### src/rtl/instr_encoder.sv
// RV32I field-to-word encoder that streams encoded instructions as sequential imem writes.
// One output register gives 1-cycle latency with full throughput under back-pressure.
module instr_encoder #(
  parameter logic [31:0] BASE_ADDR = 32'h0000_0000,
  parameter int unsigned DEPTH     = 256
) (
  input  logic        clk,
  input  logic        reset,
  input  logic        start,
  input  logic        in_valid,
  output logic        in_ready,
  input  logic        in_last,
  input  logic [6:0]  opcode,
  input  logic [2:0]  funct3,
  input  logic [6:0]  funct7,
  input  logic [4:0]  rd,
  input  logic [4:0]  rs1,
  input  logic [4:0]  rs2,
  input  logic [31:0] imm,
  output logic        out_valid,
  input  logic        out_ready,
  output logic [31:0] wr_addr,
  output logic [31:0] wr_data,
  output logic [15:0] count,
  output logic        done,
  output logic        err
);

  localparam logic [6:0] OpR      = 7'b0110011;
  localparam logic [6:0] OpImm    = 7'b0010011;
  localparam logic [6:0] OpLoad   = 7'b0000011;
  localparam logic [6:0] OpStore  = 7'b0100011;
  localparam logic [6:0] OpBranch = 7'b1100011;
  localparam logic [6:0] OpJal    = 7'b1101111;
  localparam logic [6:0] OpLui    = 7'b0110111;
  localparam logic [6:0] OpAuipc  = 7'b0010111;
  localparam logic [31:0] LastAddr = BASE_ADDR + 32'(4 * (DEPTH - 1));

  typedef enum logic [1:0] {StIdle, StRun, StDone} state_e;

  state_e      state_q, state_d;
  logic        out_valid_q, out_valid_d;
  logic        out_last_q, out_last_d;
  logic        last_pending_q, last_pending_d;
  logic [31:0] wr_addr_q, wr_addr_d;
  logic [31:0] wr_data_q, wr_data_d;
  logic [15:0] count_q, count_d;
  logic        err_q, err_d;

  logic [31:0] enc_data;
  logic        enc_err;
  logic        fits12, fits13, fits21;
  logic        in_fire, wr_fire;

  // Immediate range checks: all bits above the field's sign bit must replicate it.
  assign fits12 = (imm[31:11] == {21{imm[11]}});
  assign fits13 = (imm[31:12] == {20{imm[12]}});
  assign fits21 = (imm[31:20] == {12{imm[20]}});

  always_comb begin
    enc_data = 32'h0000_0013;
    enc_err  = 1'b0;
    case (opcode)
      OpR: enc_data = {funct7, rs2, rs1, funct3, rd, opcode};
      OpImm, OpLoad: begin
        enc_data = {imm[11:0], rs1, funct3, rd, opcode};
        enc_err  = !fits12;
      end
      OpStore: begin
        enc_data = {imm[11:5], rs2, rs1, funct3, imm[4:0], opcode};
        enc_err  = !fits12;
      end
      OpBranch: begin
        enc_data = {imm[12], imm[10:5], rs2, rs1, funct3, imm[4:1], imm[11], opcode};
        enc_err  = imm[0] || !fits13;
      end
      OpJal: begin
        enc_data = {imm[20], imm[10:1], imm[11], imm[19:12], rd, opcode};
        enc_err  = imm[0] || !fits21;
      end
      OpLui, OpAuipc: enc_data = {imm[31:12], rd, opcode};
      default: enc_err = 1'b1;
    endcase
  end

  assign in_ready = (state_q == StRun) && !last_pending_q && (!out_valid_q || out_ready);
  assign in_fire  = in_valid && in_ready;
  assign wr_fire  = out_valid_q && out_ready;

  always_comb begin
    state_d        = state_q;
    out_valid_d    = out_valid_q;
    out_last_d     = out_last_q;
    last_pending_d = last_pending_q;
    wr_addr_d      = wr_addr_q;
    wr_data_d      = wr_data_q;
    count_d        = count_q;
    err_d          = err_q;

    if (wr_fire) begin
      out_valid_d = 1'b0;
      wr_addr_d   = (wr_addr_q == LastAddr) ? BASE_ADDR : wr_addr_q + 32'd4;
      count_d     = (count_q == 16'hFFFF) ? count_q : count_q + 16'd1;
    end
    // A new beat may load the register in the same cycle the previous word drains.
    if (in_fire) begin
      out_valid_d = 1'b1;
      out_last_d  = in_last;
      wr_data_d   = enc_data;
      err_d       = err_q | enc_err;
      if (in_last) last_pending_d = 1'b1;
    end

    case (state_q)
      StIdle, StDone: begin
        if (start) begin
          state_d        = StRun;
          wr_addr_d      = BASE_ADDR;
          count_d        = 16'd0;
          err_d          = 1'b0;
          last_pending_d = 1'b0;
        end
      end
      StRun: begin
        if (wr_fire && out_last_q) begin
          state_d        = StDone;
          last_pending_d = 1'b0;
        end
      end
      default: state_d = StIdle;
    endcase
  end

  always_ff @(posedge clk) begin
    if (reset) begin
      state_q        <= StIdle;
      out_valid_q    <= 1'b0;
      out_last_q     <= 1'b0;
      last_pending_q <= 1'b0;
      wr_addr_q      <= BASE_ADDR;
      wr_data_q      <= 32'd0;
      count_q        <= 16'd0;
      err_q          <= 1'b0;
    end else begin
      state_q        <= state_d;
      out_valid_q    <= out_valid_d;
      out_last_q     <= out_last_d;
      last_pending_q <= last_pending_d;
      wr_addr_q      <= wr_addr_d;
      wr_data_q      <= wr_data_d;
      count_q        <= count_d;
      err_q          <= err_d;
    end
  end

  assign out_valid = out_valid_q;
  assign wr_addr   = wr_addr_q;
  assign wr_data   = wr_data_q;
  assign count     = count_q;
  assign done      = (state_q == StDone);
  assign err       = err_q;

endmodule

### config.mk
export PLATFORM = sky130hd
export DESIGN_NAME = instr_encoder
export DESIGN_NICKNAME = d
export VERILOG_FILES = /design/src/rtl/instr_encoder.sv
export SDC_FILE = /design/constraint.sdc
export NUM_CORES = 1
export LEC_CHECK = 0
export ABC_AREA = 0
export BUFFER_PORTS_ARGS = -buffer_cell sky130_fd_sc_hd__buf_2
export CORE_UTILIZATION = 50
export DETAILED_ROUTE_END_ITERATION = 16
export GPL_TIMING_DRIVEN = 0
export PLACE_DENSITY = 0.88
export SYNTH_ARGS = -nofsm -noshare
export SYNTH_HDL_FRONTEND = slang
export SYNTH_SLANG_ARGS = --single-unit
### constraint.sdc
create_clock -name clk -period 2.8 [get_ports clk]
set_clock_uncertainty 0.15 [all_clocks]
set_input_delay 0.56 -clock clk [delete_from_list [all_inputs] [get_ports clk]]
set_output_delay 0.56 -clock clk [all_outputs]
set_load 0.02 [all_outputs]
==> metrics.md <==
| Metric | Value |
|---|---|
| Fmax | 0.413 GHz |
| Chip width | 95.9 um |
| # rows | 33 |
| Final period util | 86.6% |
| Yosys top cell by area | dfxtp_1 |
| Total core area | 8380 um2 |
| DRC viols | 0 |
| Vias in the first global route | 4501 |
| Layout cell share with drive strength beyond 1 | 27.7% |
| Gp weighted congestion | 0.906 |
| Worst Hold Class | input pin to flop |
| Cell with the most instances after synthesis | dfxtp_1 |
| Hold buffers post-CTS | 0 |
| CTS Root Cell | clkbuf_8 |
| Sequential area share after synthesis | 39.1% |
| Aggregate global routing overflow | 0 |
| Routed len/inst | 16.0 um |
| #FFs+latches synth | 86 |
| Clk pwr share | 39.8% |
| Critical path required time | 2960 ps |
| Fin area | 5520 um2 |
| Top post-synthesis cells by area | dfxtp_1 39%, nor2_1 5.6%, a21oi_1 4.5% |
| Routed vias/inst | 5.90 |
| Clock buffer depth | 2 |
| CTS tree | yes |
| Crit path from | count[0] |
| Hold EP | out_last_q |
| Via Count | 4817 |
| Part of the power in registers | 49.8% |
| Slew Limit Fails | 0 |
| CP max FO | 10 |
| Setup ws final | 376 ps |
| CTS Buf Count | 9 |
| Drt initial violations | 333 |
| IO buf count | 150 |
| Die ar. | 9190 um2 |
| Worst r2r dst | count[6] |
| Final setup fails | 0 |
| Ys async rst share | 0% |
| Largest net degree at the start of global routing | 17 |
| Worst R2R Start | count[0] |
| Dominant synthesized flop cell | dfxtp_1 |
| Initial antenna violation count | 0 |
| Yosys cell types | 64 |
| Setup TNS | 0 ps |
| Die Y | 95.9 um |
| H-tree levels | 3 |
| CP max stage delay | 650 ps |
| Power Dens Cells | 456 nW/um2 |
| Reg-to-reg setup timing slack | 380 ps |
| Ordered list of cells on the worst path | ha_1 -> nand2_1 -> nor3_1 -> a21oi_1 -> buf_2 -> a21oi_1 -> a31o_2 |
| Post-synth top cells | 86 x dfxtp_1, 66 x nor2_1, 53 x nand2_1, 40 x a21oi_1, 26 x o21ai_0 |
| Combinational share of power | 10.4% |
| Final #Nets | 778 |
| YS warnings | 0 |
| GRT Total Usage | 29.2% |
| Ant. Diodes | 0 |
| Number of flops mapped to enable cells by yosys | 0 |
| Peak VDD IR | 0.267 mV |
| Worst-Skew Late Latency | 360 ps |
| Worst path most repeated cell | a21oi_1 |
| Max capacitance violation total | 0 |
| Hpwl dp | 10100 um |
| Worst setup SP type | flop |
| Starting Density | 52.6% |
| CTS Sinks | 86 |
| Buffers & Inverters on Critical Path | 1 |
| Syn nets | 617 |
| R2r worst-path depth | 7 |
| Fill cells | 724 |
| Worst hold path startpoint | in_last |
| Synth top area share | 39.1% |
| Clk pin slew, worst setup/hold paths | 100 ps |
| DRT Wirelength | 13100 um |
| Net switching power | 657 uW |
| Critical path data arrival time | 2590 ps |
| First-pass GRT wire length | 20700 um |
| Placed instance area | 5290 um2 |
| DR pass1 iterations | 5 |
| Area Overhead vs Synth | 25.2% |
| Setup Fix Bufs, Post-CTS | 0 |
| Mapped cell area | 4410 um2 |
| Static leakage | 2.30 nW |
| DP Worst Slack | 222 ps |
| Worst Max-Slew Pin Slew | 904 ps |
| Final ANT Viol Nets | 0 |
| WHS Path Cells | 3 |
| CP endpoint kind | flop |
| Post-Syn Instances | 545 |
| WS Path Type | flop to flop |
| IO Pins | 154 |
| Slowest cell on crit path | nor3_1 |
| Worst slew margin | 39.2% |
| Final hold vios | 0 |
| Utilization after layout | 65.8% |
| Unrepaired setup endpoints after global routing | false |
| PostCTS Resize Cnt | 0 |
| Crit path max-delay family | simple AND/OR/NAND/NOR gates |
| Syn avg cell area | 8.09 um2 |
| Run status | completed |
| Internal | 1.86 mW |
| Min cycle time layout | 2420 ps |
| Switch share | 26.2% |
-- metal layers --
metal / wire, um / GRT usage, % / vias to the layer above
li1: - / - / 2315
met1: 5130 / 32.8 / 2211
met2: 6400 / 50.5 / 238
met3: 968 / 6.24 / 53
met4: 573 / 17.7 / 0
met5: 0 / 0 / -
-- power by group through the flow --
stage               Sequential (mW)  Combinational (mW)  Clock (mW)
floorplan                      1.30               0.124           0
global placement               1.28               0.250           0
detailed placement             1.28               0.257           0
CTS                            1.25               0.258        1.01
global route                   1.25               0.283        1.06
finish                         1.25               0.261        1.00
-- cell families (layout without fill, tap and decap cells) --
kind of cell	Yosys count	in the layout	synth area share (%)
AND/OR/NAND/NOR	243	243	28.7
AO/OA/AOI/OAI	132	132	20.3
flip-flops	86	86	39.1
buffers and inverters	50	216	4.88
XOR/XNOR	29	29	5.76
multiplexers	3	3	0.681
adder cells (fa/ha/maj)	2	2	0.568
-- cell type report --
cell class	count	area, um2	share of cell area (%)
flip-flops and latches	86	1720	31.2
repair buffers	150	751	13.6
clock buffers	9	124	2.25
clock inverters	7	103	1.86
inverters	23	86.3	1.57
plain buffers	27	129	2.34
multi-input cells	409	2470	44.8
well taps	105	131	2.38
-- stage by stage --
stage / std cells / hold slack [ps] / total power [mW]
after floorplan: 545 / 313 / 1.42
after global placement: 800 / 280 / 1.53
after detailed placement: 800 / 282 / 1.54
after CTS: 816 / 287 / 2.52
after global routing: 816 / 309 / 2.60
final: 816 / 299 / 2.51
-- flip-flops by register name, indices dropped and copies added (netlist names) --
| name | flops |
|---|---|
| out_valid | 1 |
| out_last_q | 1 |
| err | 1 |
| wr_addr | 32 |
| state_q | 2 |
| last_pending_q | 1 |
| count | 16 |
| wr_data | 32 |
-- layout by cell type, fill, tap and decap left out, drive strengths merged, types with 9 or more instances in the layout --
| cell type | instances |
|---|---|
| nand4 | 16 |
| clkbuf | 24 |
| nor2 | 66 |
| o21ai | 26 |
| nor3 | 16 |
| nor4 | 17 |
| buf | 162 |
| or3 | 9 |
| xnor2 | 18 |
| inv | 27 |
| dfxtp | 86 |
| a21oi | 42 |
| nand3 | 25 |
| nand2 | 53 |
| xor2 | 11 |
-- worst reg2reg max path: cells and delay by family, from the launching register on --
kind / cells / cell delay (ps)
simple gates: 2 / 740
compound gates: 3 / 510
buf+inv: 1 / 250
fa+ha+maj: 1 / 290
flops: 1 / 440
-- how the worst max path moves through the flow --
stage | cells after the start | to
after floorplan | 6 | count[2]
after global placement | 7 | wr_data[10]
after detailed placement | 7 | wr_data[27]
after CTS | 7 | count[6]
after global routing | 7 | count[6]
final | 7 | count[6]
No activity file was read; power rests on OpenSTA's default activity.
